===== src/rtl/up_pkg.sv =====
// up_pkg: shared constants for the second-generation micro-controller datapath.
//   - op codes selecting the combinational result (data_out)
//   - bit positions inside the {N,C,Z} flags register
//   - reset-value helpers and the divider state encoding
package up_pkg;

   localparam logic [4:0] OP_ADD    = 5'b00000;
   localparam logic [4:0] OP_SUB    = 5'b00001;
   localparam logic [4:0] OP_MUL    = 5'b00010;
   localparam logic [4:0] OP_QUOT   = 5'b00011;
   localparam logic [4:0] OP_NAND   = 5'b00100;
   localparam logic [4:0] OP_NOR    = 5'b00101;
   localparam logic [4:0] OP_PASSA  = 5'b00110;
   localparam logic [4:0] OP_XOR    = 5'b00111;
   localparam logic [4:0] OP_REM    = 5'b01000;
   localparam logic [4:0] OP_SPINC  = 5'b01001;
   localparam logic [4:0] OP_SPDEC  = 5'b01010;
   localparam logic [4:0] OP_PC     = 5'b01011;
   localparam logic [4:0] OP_PCSHR  = 5'b01100;
   localparam logic [4:0] OP_PCSHRS = 5'b01101;
   localparam logic [4:0] OP_PCINC  = 5'b01110;
   localparam logic [4:0] OP_DIN    = 5'b11111;

   localparam int FLG_Z = 0;
   localparam int FLG_C = 1;
   localparam int FLG_N = 2;

   localparam logic [2:0] FLAGS_RST = 3'b000;

   typedef enum logic {
      DIV_IDLE = 1'b0,
      DIV_RUN  = 1'b1
   } div_state_t;

   // General register i comes out of reset holding i+1 (caller truncates to width).
   function automatic int reg_rst_val(input int idx);
      return idx + 1;
   endfunction

endpackage


===== src/rtl/up_divider.sv =====
// up_divider: restoring divider producing one quotient bit per clock.
//   clk, nRst      clock, async active-low reset
//   start          launch (ignored while busy)
//   dividend       A, sampled on the start edge
//   divisor        B, sampled on the start edge
//   busy           high for exactly DATA_W cycles
//   done           one-cycle pulse on the edge that updates quot/rem
//   quot, rem      results, held between divides
//   dbz            divisor was zero on the last completed divide
//
// state    | meaning
// DIV_IDLE | waiting for start, results stable
// DIV_RUN  | shifting one quotient bit per cycle, cnt counts down to 1
module up_divider
   import up_pkg::*;
#(
   parameter int DATA_W = 8
)(
   input  logic              clk,
   input  logic              nRst,
   input  logic              start,
   input  logic [DATA_W-1:0] dividend,
   input  logic [DATA_W-1:0] divisor,
   output logic              busy,
   output logic              done,
   output logic [DATA_W-1:0] quot,
   output logic [DATA_W-1:0] rem,
   output logic              dbz
);

   localparam int CNT_W = $clog2(DATA_W + 1);

   div_state_t        state_q, state_nx;
   logic [CNT_W-1:0]  cnt;
   logic [DATA_W-1:0] q_sh, p_acc, d_lat;
   logic [DATA_W:0]   trial;
   logic              q_bit;
   logic [DATA_W-1:0] p_nx, q_nx;
   logic              load, step, finish;

   // A zero divisor needs no special casing: every trial subtract succeeds,
   // giving an all-ones quotient and the dividend as remainder.
   always_comb begin
      trial = {p_acc, q_sh[DATA_W-1]};
      q_bit = (trial >= {1'b0, d_lat});
      p_nx  = q_bit ? DATA_W'(trial - {1'b0, d_lat}) : trial[DATA_W-1:0];
      q_nx  = {q_sh[DATA_W-2:0], q_bit};
   end

   always_comb begin
      state_nx = state_q;
      load     = 1'b0;
      step     = 1'b0;
      finish   = 1'b0;
      case (state_q)
         DIV_IDLE: begin
            if (start) begin
               load     = 1'b1;
               state_nx = DIV_RUN;
            end
         end
         DIV_RUN: begin
            step = 1'b1;
            if (cnt == CNT_W'(1)) begin
               finish   = 1'b1;
               state_nx = DIV_IDLE;
            end
         end
         default: state_nx = DIV_IDLE;
      endcase
   end

   always_ff @(posedge clk or negedge nRst) begin
      if (!nRst) state_q <= DIV_IDLE;
      else       state_q <= state_nx;
   end

   always_ff @(posedge clk or negedge nRst) begin
      if (!nRst) begin
         cnt   <= '0;
         q_sh  <= '0;
         p_acc <= '0;
         d_lat <= '0;
         done  <= 1'b0;
         quot  <= '0;
         rem   <= '0;
         dbz   <= 1'b0;
      end else begin
         done <= finish;
         if (load) begin
            q_sh  <= dividend;
            p_acc <= '0;
            d_lat <= divisor;
            cnt   <= CNT_W'(DATA_W);
         end else if (step) begin
            q_sh  <= q_nx;
            p_acc <= p_nx;
            cnt   <= cnt - CNT_W'(1);
         end
         if (finish) begin
            quot <= q_nx;
            rem  <= p_nx;
            dbz  <= (d_lat == '0);
         end
      end
   end

   assign busy = (state_q == DIV_RUN);

endmodule


===== src/rtl/up_datapath_v2.sv =====
// up_datapath_v2: parametrised datapath between the control FSM and the memory bus.
//   clk, nRst                       clock, async active-low reset
//   data_in                         memory/immediate input
//   op                              result select for data_out
//   ra_sel, rb_sel                  operand A / B register selects
//   wr_sel, wr_src, rb_we           register write: target, source (0 data_in, 1 data_out), enable
//   ir_we, pc_we, sp_we, flags_we   load enables
//   div_start                       launch divide of A by B
//   data_out                        combinational result
//   ir                              instruction slice register
//   flags                           registered {N,C,Z}
//   busy, div_done                  divider running / completion pulse
//   sp_err                          sticky stack wrap error
module up_datapath_v2
   import up_pkg::*;
#(
   parameter  int DATA_W   = 8,
   parameter  int NUM_REGS = 4,
   parameter  int IR_W     = 4,
   localparam int RSEL_W   = $clog2(NUM_REGS)
)(
   input  logic              clk,
   input  logic              nRst,
   input  logic [DATA_W-1:0] data_in,
   input  logic [4:0]        op,
   input  logic [RSEL_W-1:0] ra_sel,
   input  logic [RSEL_W-1:0] rb_sel,
   input  logic [RSEL_W-1:0] wr_sel,
   input  logic              wr_src,
   input  logic              rb_we,
   input  logic              ir_we,
   input  logic              pc_we,
   input  logic              sp_we,
   input  logic              flags_we,
   input  logic              div_start,
   output logic [DATA_W-1:0] data_out,
   output logic [IR_W-1:0]   ir,
   output logic [2:0]        flags,
   output logic              busy,
   output logic              div_done,
   output logic              sp_err
);

   localparam logic [DATA_W-1:0] ALL_ONES = '1;
   localparam int NSLICE = DATA_W / IR_W;
   localparam int SL_W   = (NSLICE > 1) ? $clog2(NSLICE) : 1;

   logic [DATA_W-1:0]   r [NUM_REGS];
   logic [DATA_W-1:0]   pc, sp;
   logic [DATA_W-1:0]   a, b, quot, rem, wr_data;
   logic                dbz, carry, sp_wrap;
   logic [DATA_W:0]     sum_x, dif_x;
   logic [2*DATA_W-1:0] prod;
   logic [2:0]          flags_nx;
   logic [SL_W-1:0]     slice_k;
   logic [IR_W-1:0]     ir_nx;

   assign a = r[ra_sel];
   assign b = r[rb_sel];

   assign sum_x = {1'b0, a} + {1'b0, b};
   assign dif_x = {1'b0, a} - {1'b0, b};
   assign prod  = {{DATA_W{1'b0}}, a} * {{DATA_W{1'b0}}, b};

   always_comb begin
      data_out = data_in;
      carry    = 1'b0;
      case (op)
         OP_ADD:    begin data_out = sum_x[DATA_W-1:0]; carry = sum_x[DATA_W]; end
         OP_SUB:    begin data_out = dif_x[DATA_W-1:0]; carry = dif_x[DATA_W]; end
         OP_MUL:    begin data_out = prod[DATA_W-1:0];  carry = (prod[2*DATA_W-1:DATA_W] != '0); end
         OP_QUOT:   begin data_out = quot;              carry = dbz; end
         OP_NAND:   data_out = ~(a & b);
         OP_NOR:    data_out = ~(a | b);
         OP_PASSA:  data_out = a;
         OP_XOR:    data_out = a ^ b;
         OP_REM:    begin data_out = rem;               carry = dbz; end
         OP_SPINC:  data_out = sp + DATA_W'(1);
         OP_SPDEC:  data_out = sp - DATA_W'(1);
         OP_PC:     data_out = pc;
         OP_PCSHR:  data_out = {1'b0, pc[DATA_W-1:1]};
         OP_PCSHRS: data_out = {1'b1, pc[DATA_W-1:1]};
         OP_PCINC:  data_out = pc + DATA_W'(1);
         default:   data_out = data_in;
      endcase
   end

   always_comb begin
      flags_nx        = FLAGS_RST;
      flags_nx[FLG_Z] = (data_out == '0);
      flags_nx[FLG_C] = carry;
      flags_nx[FLG_N] = data_out[DATA_W-1];
   end

   // Low pc bits pick which IR_W-wide slice of data_out lands in ir.
   assign slice_k = (NSLICE > 1) ? pc[SL_W-1:0] : '0;
   assign ir_nx   = IR_W'(data_out >> (slice_k * IR_W));

   assign wr_data = wr_src ? data_out : data_in;

   assign sp_wrap = sp_we && (((op == OP_SPINC) && (sp == ALL_ONES)) ||
                              ((op == OP_SPDEC) && (sp == '0)));

   always_ff @(posedge clk or negedge nRst) begin
      if (!nRst) begin
         for (int i = 0; i < NUM_REGS; i++) r[i] <= DATA_W'(reg_rst_val(i));
      end else if (rb_we) begin
         r[wr_sel] <= wr_data;
      end
   end

   always_ff @(posedge clk or negedge nRst) begin
      if (!nRst) begin
         pc     <= '0;
         sp     <= ALL_ONES;
         ir     <= '0;
         flags  <= FLAGS_RST;
         sp_err <= 1'b0;
      end else begin
         if (pc_we)    pc    <= data_out;
         if (sp_we)    sp    <= data_out;
         if (ir_we)    ir    <= ir_nx;
         if (flags_we) flags <= flags_nx;
         if (sp_wrap)  sp_err <= 1'b1;
      end
   end

   up_divider #(.DATA_W(DATA_W)) u_div (
      .clk      (clk),
      .nRst     (nRst),
      .start    (div_start),
      .dividend (a),
      .divisor  (b),
      .busy     (busy),
      .done     (div_done),
      .quot     (quot),
      .rem      (rem),
      .dbz      (dbz)
   );

endmodule


===== config.mk =====
export PLATFORM = sky130hd
export DESIGN_NAME = up_datapath_v2
export DESIGN_NICKNAME = d
export VERILOG_FILES = /design/src/rtl/up_pkg.sv /design/src/rtl/up_divider.sv /design/src/rtl/up_datapath_v2.sv
export SDC_FILE = /design/constraint.sdc
export NUM_CORES = 1
export LEC_CHECK = 0
export ABC_CLOCK_PERIOD_IN_PS = 7300
export BUFFER_PORTS_ARGS = -buffer_cell sky130_fd_sc_hd__clkbuf_2
export CAP_MARGIN = 20
export CORE_MARGIN = 5
export CORE_UTILIZATION = 48
export CTS_CLUSTER_SIZE = 30
export DETAILED_ROUTE_END_ITERATION = 10
export PLACE_DENSITY_LB_ADDON = 0.15
export SYNTH_ARGS = -nofsm -noshare
export SYNTH_HDL_FRONTEND = slang
export SYNTH_SLANG_ARGS = --single-unit

===== constraint.sdc =====
create_clock -name clk -period 7.3 [get_ports clk]
set_input_delay 1.46 -clock clk [delete_from_list [all_inputs] [get_ports clk]]
set_output_delay 1.46 -clock clk [all_outputs]
set_load 0.05 [all_outputs]

==> results of run 1 <==
-- power by group --
group          leakage (nW)  switching (W)  internal [W]
logic                  3.61        0.00215       0.00176
registers              1.23       0.000213      0.000796
clock network         0.161       0.000258      0.000286
total                  5.00        0.00262       0.00284
-- Yosys cell counts (all sizes together), types with 15 or more instances --
library cell	number	area (sq um)
xnor2	24	210
nor3	24	120
nor2	85	319
ha	74	926
mux4	16	372
mux2i	27	270
o21ai	68	340
mux2	30	338
clkbuf	32	120
fa	39	781
nand2	128	480
dfrtp	90	2250
inv	107	402
nand3	15	75.1
a21oi	41	205
-- stage by stage --
| step | utilization (%) | setup WS [ns] |
|---|---|---|
| 2_1_floorplan | - | 0.00397 |
| 3_3_place_gp | 53.4 | -0.304 |
| 5_1_grt | 57.1 | -0.208 |
| 3_5_place_dp | 53.4 | -0.376 |
| 4_1_cts | 56.6 | -0.0178 |
| 6_report | 57.1 | -0.00533 |
-- worst reg2reg max path, stage by stage (launching register included) --
cell and delay [ns]:
sky130_fd_sc_hd__dfrtp_1 0.41, sky130_fd_sc_hd__mux4_2 0.52, sky130_fd_sc_hd__buf_4 0.16, sky130_fd_sc_hd__buf_4 0.18, sky130_fd_sc_hd__ha_1 0.30, sky130_fd_sc_hd__fa_1 0.56, sky130_fd_sc_hd__inv_1 0.05, sky130_fd_sc_hd__fa_1 0.47
sky130_fd_sc_hd__fa_1 0.54, sky130_fd_sc_hd__fa_1 0.54, sky130_fd_sc_hd__inv_1 0.04, sky130_fd_sc_hd__ha_1 0.24, sky130_fd_sc_hd__a2111oi_0 0.40, sky130_fd_sc_hd__nor2_1 0.12, sky130_fd_sc_hd__a211oi_1 0.27, sky130_fd_sc_hd__xnor2_1 0.15
sky130_fd_sc_hd__nand2_1 0.06, sky130_fd_sc_hd__mux2i_1 0.17, sky130_fd_sc_hd__a31oi_1 0.11
-- kinds of logic after synthesis --
logic type,count (synthesis)
simple gates,317
compound gates,210
buf+inv,154
fa+ha+maj,113
flops,103
mux,73
xor+xnor,32
-- final cells by class --
cell class | count | area [sq um]
clock buffer | 10 | 239
timing repair buffer | 142 | 1040
multi-input combinational | 745 | 5940
inverter | 109 | 412
clock inverter | 6 | 85.1
fill | 1668 | 7980
sequential | 103 | 2590
tap | 234 | 293
-- flip-flops by register name, indices dropped and copies added, names as in the netlist --
signal	cells
sp	8
u_div.done	1
r	32
u_div.d_lat	8
u_div.p_acc	8
flags	3
u_div.quot	8
u_div.q_sh	8
u_div.cnt	4
pc	8
u_div.dbz	1
u_div.busy	1
u_div.rem	8
sp_err	1
ir	4
-- cells in the final DEF (no fill, tap or decap), types with 6 or more instances in the layout --
cell type,count
sky130_fd_sc_hd__a21o_1,10
sky130_fd_sc_hd__a21oi_1,41
sky130_fd_sc_hd__a22oi_1,7
sky130_fd_sc_hd__and3_1,6
sky130_fd_sc_hd__buf_4,93
sky130_fd_sc_hd__clkbuf_16,11
sky130_fd_sc_hd__clkbuf_2,39
sky130_fd_sc_hd__dfrtp_1,90
sky130_fd_sc_hd__dfstp_2,13
sky130_fd_sc_hd__fa_1,38
sky130_fd_sc_hd__ha_1,68
sky130_fd_sc_hd__inv_1,96
sky130_fd_sc_hd__inv_2,10
sky130_fd_sc_hd__mux2_2,28
sky130_fd_sc_hd__mux2i_1,27
sky130_fd_sc_hd__mux4_2,16
sky130_fd_sc_hd__nand2_1,126
sky130_fd_sc_hd__nand2b_1,8
sky130_fd_sc_hd__nand3_1,14
sky130_fd_sc_hd__nand3b_1,9
sky130_fd_sc_hd__nor2_1,83
sky130_fd_sc_hd__nor2b_1,6
sky130_fd_sc_hd__nor3_1,24
sky130_fd_sc_hd__o211ai_1,8
sky130_fd_sc_hd__o21ai_0,59
sky130_fd_sc_hd__o21ai_1,8
sky130_fd_sc_hd__o31ai_1,6
sky130_fd_sc_hd__xnor2_1,24
sky130_fd_sc_hd__xor2_1,8
-- final timing paths --
kind,start,endpoint,slack [ns]
setup / recovery,rb_sel[0],data_out[7],-0.005
hold / removal,sp_err,sp_err,0.48
setup reg to reg,r[4],flags[1],1.90
hold reg to reg,sp_err,sp_err,0.48
max in group asynchronous,nRst,u_div.quot[1],5.05
min in group asynchronous,nRst,pc[3],1.09
-- timing repair --
action / in CTS / in global routing
setup endpoints to repair: 3 / 3
pin swaps: 16 / 6
setup buffers: 14 / 3
gates cloned: 0 / 0
gates resized for setup: 43 / 11
-- routing by layer --
metal,global-route usage [%],share of wire (%)
met3,3.86,5.0
met5,0,0
met4,7.27,2.1
met1,36.7,47
met2,41.2,46
==> metrics list, run 1 <==
- Cell with the largest stage delay on the worst path: sky130_fd_sc_hd__mux4_2
* Post-CTS clock slew at the launch and capture registers of the worst setup and hold paths: 0.09 ns
- Shortest clock period the worst path allows after layout: 7.31 ns
* Fin. Hold Viols: 0
* Post-route antenna net violation count: 0
* First-pass GRT wire length: 44,300 um
* Post-route worst setup slack: -0.00533 ns
- Setup violations remaining at the end of the flow were counted as 1.
- Yosys warning total: 0
- Broken down by cell family, the worst path's largest delay share belongs to adder cells.
- Slew @ Worst Pin: 1.16 ns
- Congestion Overflow GR: 0
- The floorplan step set the die width to 147 um.
- Count of hold-fix buffers inserted at cts: 0
* Global Route Usage Sum: 25.8%
* Share of final-layout standard cells stronger than drive strength 1: 22.9%
- Post-synthesis share of cell area spent on xor and xnor gates: 3.11%
- Data on the critical path arrives at its endpoint at 5.85 ns.
* Highest clock frequency the design can meet: 0.137 GHz
* Sinks on the clock net: 103
- Worst slew margin relative to its limit: 22.0%
- Critical path cell sequence: clkbuf_16 > mux4_2 > inv_4 > nor2_2 > fa_1 > inv_2 > fa_1 > inv_1 > fa_1 > inv_1 > fa_1 > inv_2 > ha_4 > xor2_1 > buf_4 > o22ai_4 > o32ai_2 > o211ai_1 > clkbuf_8
- TritonCTS clock tree: yes
- Power consumption: 0.00546 W
* Final weighted congestion in routability-driven placement: 0.961
- Post-Syn Instances: 1,002
* Cell depth of the worst setup path: 19
- Final TNS setup: -0.00533 ns
- Highest cell delay on the worst timing path: 0.58 ns
- During I/O placement, the number of pins put on the boundary was 46.
* Non-Filler Cell Area, Final: 0.0106 sq mm
- After floorplanning, the core was sized to cover 0.0186 sq mm.
- Site row count: 50
- Number of antenna violations at the first check in global routing: 0
* Outcome: finished with violations
- Fraction of registers with async set or reset after synthesis: 100%
- Vias in the first global route: 7,965
- Leakage Power: 5.00 nW
- The later pin in the worst-skew pair is clocked with a latency of 0.38 ns.
- Clock buffers created by TritonCTS: 9
- The clock passes through at most 2 buffers.
- The synthesized design contains 103 register bits.
- Residual DRC count: 0
- Pins over their slew limit: 0
- The clock tree synthesis step divided the H-tree into 3 levels.
- Crit path required time: 5.84 ns
- Between clock sinks in the finished design, the worst skew comes to 0.0236 ns.
- Fraction of the mapped netlist area in compound gates: 15.5%
- Summed over all layers, the routed wires come to 27,100 um.
* Worst Hold Margin: 0.475 ns
* Synth cell types: 79
- STA classifies the critical path startpoint as an input pin.
* Largest net degree at the start of global routing: 55
- Most prevalent standard cell on the critical path: sky130_fd_sc_hd__fa_1
* Clock root buffer: sky130_fd_sc_hd__clkbuf_16
- After synthesis the cells add up to 0.00900 sq mm.
* Placed Instances: 1,315
* Height of the die: 147 um
* Number of enable flip-flop cells after synthesis: 0
- In the final routed layout, each cell accounts on average for 20.1 um.
* FF-to-FF path depth: 18
- Initial standard-cell utilization of the core: 48.4%
* Total inserted antenna cells: 0
- After the first detailed-routing iteration, the DRC count stood at 532.
- Port buffering added 45 buffers.
- Area growth from synthesis to layout: 17.8%
- Multiplexer share of the synthesized area: 10.9%
- In the finished design, the share of the clock period the worst path needs comes to 100%.
- Setup repair after global routing could not meet its margin everywhere.
- The first TritonRoute pass finished after 6 iterations.
- For this run, the number of standard cells in the final layout without fillers is 1,349.
* Via count normalized by instance count: 5.76
- Post-synthesis net count: 1,143
- Failing checks: setup timing
- Sequential cells were found to cover 28.8% of the synthesized design area.
* Most common flop cell mapped by yosys: sky130_fd_sc_hd__dfrtp_1
* Crit path buffers/inverters: 8
- HPWL after DPL: 21,200 um
- Placed instance area: 0.00993 sq mm
- Reported max-cap violation count: 0
* Cell depth of the worst hold path: 1
* P per Cell Area: 515 mW/mm^2
* Crit path capture type: primary output
* Peak ir drop on the vdd network: 0.000277 V
- Arithmetic-cell share of the synthesized area counting full adders, half adders and majority gates: 19.0%
* Count of vias placed by the detailed router: 7,769
* Mean cell area of the mapped netlist: 8.98 sq um
* Combinational family with the most area after synthesis: adder cells
* Largest fanout of any net on the critical path: 5
- The path class of the tightest hold or removal check is flop to flop.
- Summing the areas of all and, or, nand and nor instances in the mapped netlist gives 16.1% of the synthesized area.
- The final layout contains 1,251 nets.
* Type of the worst setup path: input pin to primary output
- The die covers 0.0216 sq mm.
(Power assumes the default switching activity.)
==> run 2, diff against run 1 <==
- REMOVE_ABC_BUFFERS: default -> 1
==> run 2 against run 1 <==
Critical path depth is the same. Critical path type unchanged. Clock-buffer cell count is the same. Worst setup slack gained 0.040 ns. Sequential share of layout area grew 0.31 points. Final area shrank 1.2%. The run now ends clean.
==> metrics list, run 2 (synthesis gave the netlist of run 1 again) <==
- Outcome: finished clean (was finished with violations)
- The initial cell density of the core was 48.4% (unchanged).
- The height of the die came to 147 um (unchanged).
- The routed wirelength normalized by instance count was 20.3 um (was 20.1 um).
- The launch point of the critical path was rb_sel[0] (unchanged).
- Slew @ Worst Pin: 0.959 ns (was 1.16 ns)
* Final TNS setup: 0 ns (was -0.00533 ns)
* Detailed Routing Iterations Pass 1: 5 (was 6)
* Pins over their slew limit: 0 (unchanged)
* Highest-count cells in the layout ignoring fill and taps: sky130_fd_sc_hd__nand2_1 (126), sky130_fd_sc_hd__inv_1 (97), sky130_fd_sc_hd__dfrtp_1 (90) (was sky130_fd_sc_hd__nand2_1 (126), sky130_fd_sc_hd__inv_1 (96), sky130_fd_sc_hd__buf_4 (93))
- The chip width came to 147 um (unchanged).
- The met3 layer usage reported by global route is 5.15% (was 3.86%).
* Hold Path Class: flop to flop (unchanged)
* Fin. Hold Viols: 0 (unchanged)
- The worst path buffer plus inverter count was 6 (was 8).
- The number of cells on the critical path is 19 (unchanged).
- The maximum level of the CTS H-tree was 3 (unchanged).
- Highest cell delay on the worst timing path: 0.55 ns (was 0.58 ns)
- Count of vias placed by the detailed router: 7,750 (was 7,769)
- The area occupied by registers was 0.00259 sq mm (unchanged).
* Crit path capture type: primary output (unchanged)
* Number of ports placed on the die boundary: 46 (unchanged)
- Launch point of the worst reg-to-reg path: r[4] (unchanged)
- The critical path's slowest cell is sky130_fd_sc_hd__mux4_2 (unchanged).
- The share of the clock period used by the worst path after layout was 99.5% (was 100%).
- The maximum fanout count along the critical path was 5 (unchanged).
- The row count is 50 (unchanged).
- The fraction of layout instances using a drive strength above 1 is 21.9% (was 22.9%).
- Critical Path End: data_out[7] (unchanged)
* Destination of the worst register-to-register timing path: flags[1] (unchanged)
* Aggregate routed wire length: 27,100 um (about the same)
* Startpoint Class: input pin (unchanged)
- Peak ir drop on the vdd network: 0.000370 V (was 0.000277 V)
* Start point of the worst min-delay path: sp_err (unchanged)
- The residual overflow from global routing is 0 (unchanged).
* Clock root buffer: sky130_fd_sc_hd__clkbuf_16 (unchanged)
* Violation count after the first detailed-route iteration: 716 (was 532)
- The number of flip-flops in the largest register was 32 (unchanged).
- The remaining antenna violation count came to 0 (unchanged).
- The type of the setup path with the least slack was input pin to primary output (unchanged).
- The number of hold buffers added after cts was 0 (unchanged).
- Largest net degree at the start of global routing: 61 (was 55)
- The final-layout worst hold slack came to 0.476 ns (was 0.475 ns).
* Total of endpoints with negative setup slack in the final report: 0 (was 1)
- The per-cell via count in the routed design is 5.81 (was 5.76).
- Post-CTS clock slew at the launch and capture registers of the worst setup and hold paths: 0.08 ns (was 0.09 ns)
- Residual DRC count: 0 (unchanged)
- The core region area was 0.0186 sq mm (unchanged).
* Endpoint arrival time on the critical path: 5.81 ns (was 5.85 ns)
- The cell class contributing the biggest share of worst-path delay is adder cells (unchanged).
- The multi-input gate area in the final layout was 0.00595 sq mm (was 0.00594 sq mm).
* Die footprint: 0.0216 sq mm (unchanged)
- TritonCTS clock tree: yes (unchanged)
- The area added between synthesis and finish came to 16.3% (was 17.8%).
- Port bufs: 45 (unchanged)
* Sinks on the clock net: 103 (unchanged)
- The number of antenna violations at the first check in global routing was 0 (unchanged).
- The total inserted antenna cells came to 0 (unchanged).
- HPWL after DPL: 21,400 um (was 21,200 um)
- The final cell utilization of the core is 56.4% (was 57.1%).
- The time the worst path needs with I/O delays and setup came to 7.27 ns (was 7.31 ns).
* Fillers: 1,724 (was 1,668)
- The layout net count is 1,237 (was 1,251).
* Global Route met2 Usage: 40.1% (was 41.2%)
- Gr busiest metal: met2 (unchanged)
- The weighted congestion reported at the end of routability-driven placement is 0.976 (was 0.961).
* P per Cell Area: 521 mW/mm^2 (was 515 mW/mm^2)
- The later-pin clock latency in the skew report came to 0.36 ns (was 0.38 ns).
* Clock buffers created by TritonCTS: 9 (unchanged)
- Reported max-cap violation count: 0 (unchanged)
* Crit path required time: 5.84 ns (about the same)
* Bufs on Longest Clock Path: 2 (unchanged)
- The setup slack on the worst flop-to-flop path is 1.93 ns (was 1.90 ns).
- Vias in the first global route: 7,448 (was 7,965)
- Unrepaired setup endpoints after global routing: true (unchanged).
* First-pass GRT wire length: 43,400 um (was 44,300 um)
- The largest register by flop count was r (unchanged).
- The final clock skew is 0.0127 ns (was 0.0236 ns).
* GRT met1 Usage: 36.7% (about the same)
* Highest clock frequency the design can meet: 0.138 GHz (was 0.137 GHz)
- The combined global-route utilization of all metal layers is 25.6% (was 25.8%).
- The standby leakage power is 4.92 nW (was 5.00 nW).
- Critical path cell sequence: clkbuf_8 > mux4_2 > inv_4 > buf_4 > nor2_1 > ha_1 > fa_1 > ha_1 > inv_1 > fa_1 > inv_1 > fa_2 > a211o_1 > o21ai_4 > xor2_4 > o22ai_2 > o32ai_2 > o211ai_1 > clkbuf_8 (was clkbuf_16 > mux4_2 > inv_4 > nor2_2 > fa_1 > inv_2 > fa_1 > inv_1 > fa_1 > inv_1 > fa_1 > inv_2 > ha_4 > xor2_1 > buf_4 > o22ai_4 > o32ai_2 > o211ai_1 > clkbuf_8)
- Most common cell after layout, fill and taps aside: sky130_fd_sc_hd__nand2_1 (unchanged)
* FF-to-FF path depth: 18 (unchanged)
* Worst slew margin relative to its limit: 35.6% (was 22.0%)
==> run 2: area by class of cell <==
| class | count | area share, % |
|---|---|---|
| Sequential cell | 103 | 24.8 |
| Clock buffer | 10 | 2.19 |
| Timing Repair Buffer | 128 | 8.87 |
| Multi-Input combinational cell | 745 | 56.8 |
| Clock inverter | 6 | 0.621 |
| Tap cell | 234 | 2.80 |
| Inverter | 109 | 3.93 |
==> run 2: report_power, final <==
part	switching, W	leakage (nW)	internal (W)	total [W]
Clock	0.000251	0.144	0.000243	0.000493
Sequential	0.000200	1.23	0.000797	0.000996
Combinational	0.00220	3.55	0.00176	0.00396
==> run 2: metal layers <==
layer	vias to the layer above	wire length, um
met5	-	0
met3	34	1790
li1	3660	-
met1	3749	12300
met4	0	695
met2	307	12300
==> run 2: timing repair <==
| action | 4_1_cts | 5_1_grt |
|---|---|---|
| endpoints found under the setup margin | 3 | 3 |
| buffers inserted | 9 | 1 |
| pin swaps | 17 | 11 |
| gates resized for setup | 44 | 13 |
==> run 2: metrics by stage <==
step / area [sq um] / power [W] / std cells / setup WS [ns]
final: 10500 / 0.00545 / 1335 / 0.0342
after CTS: 10400 / 0.00537 / 1333 / -0.0355
after floorplan: 8810 / 0.00343 / 957 / -0.123
after global placement: 9890 / 0.00457 / 1308 / -0.310
after global routing: 10500 / 0.00597 / 1335 / -0.133
after detailed placement: 9890 / 0.00459 / 1308 / -0.347
==> run 2: worst min path at each step <==
stage | endpoint | cells past startpoint
6_report | sp_err | 1
5_1_grt | sp_err | 1
4_1_cts | sp_err | 1
3_5_place_dp | sp_err | 1
3_3_place_gp | sp_err | 1
2_1_floorplan | u_div.dbz | 2
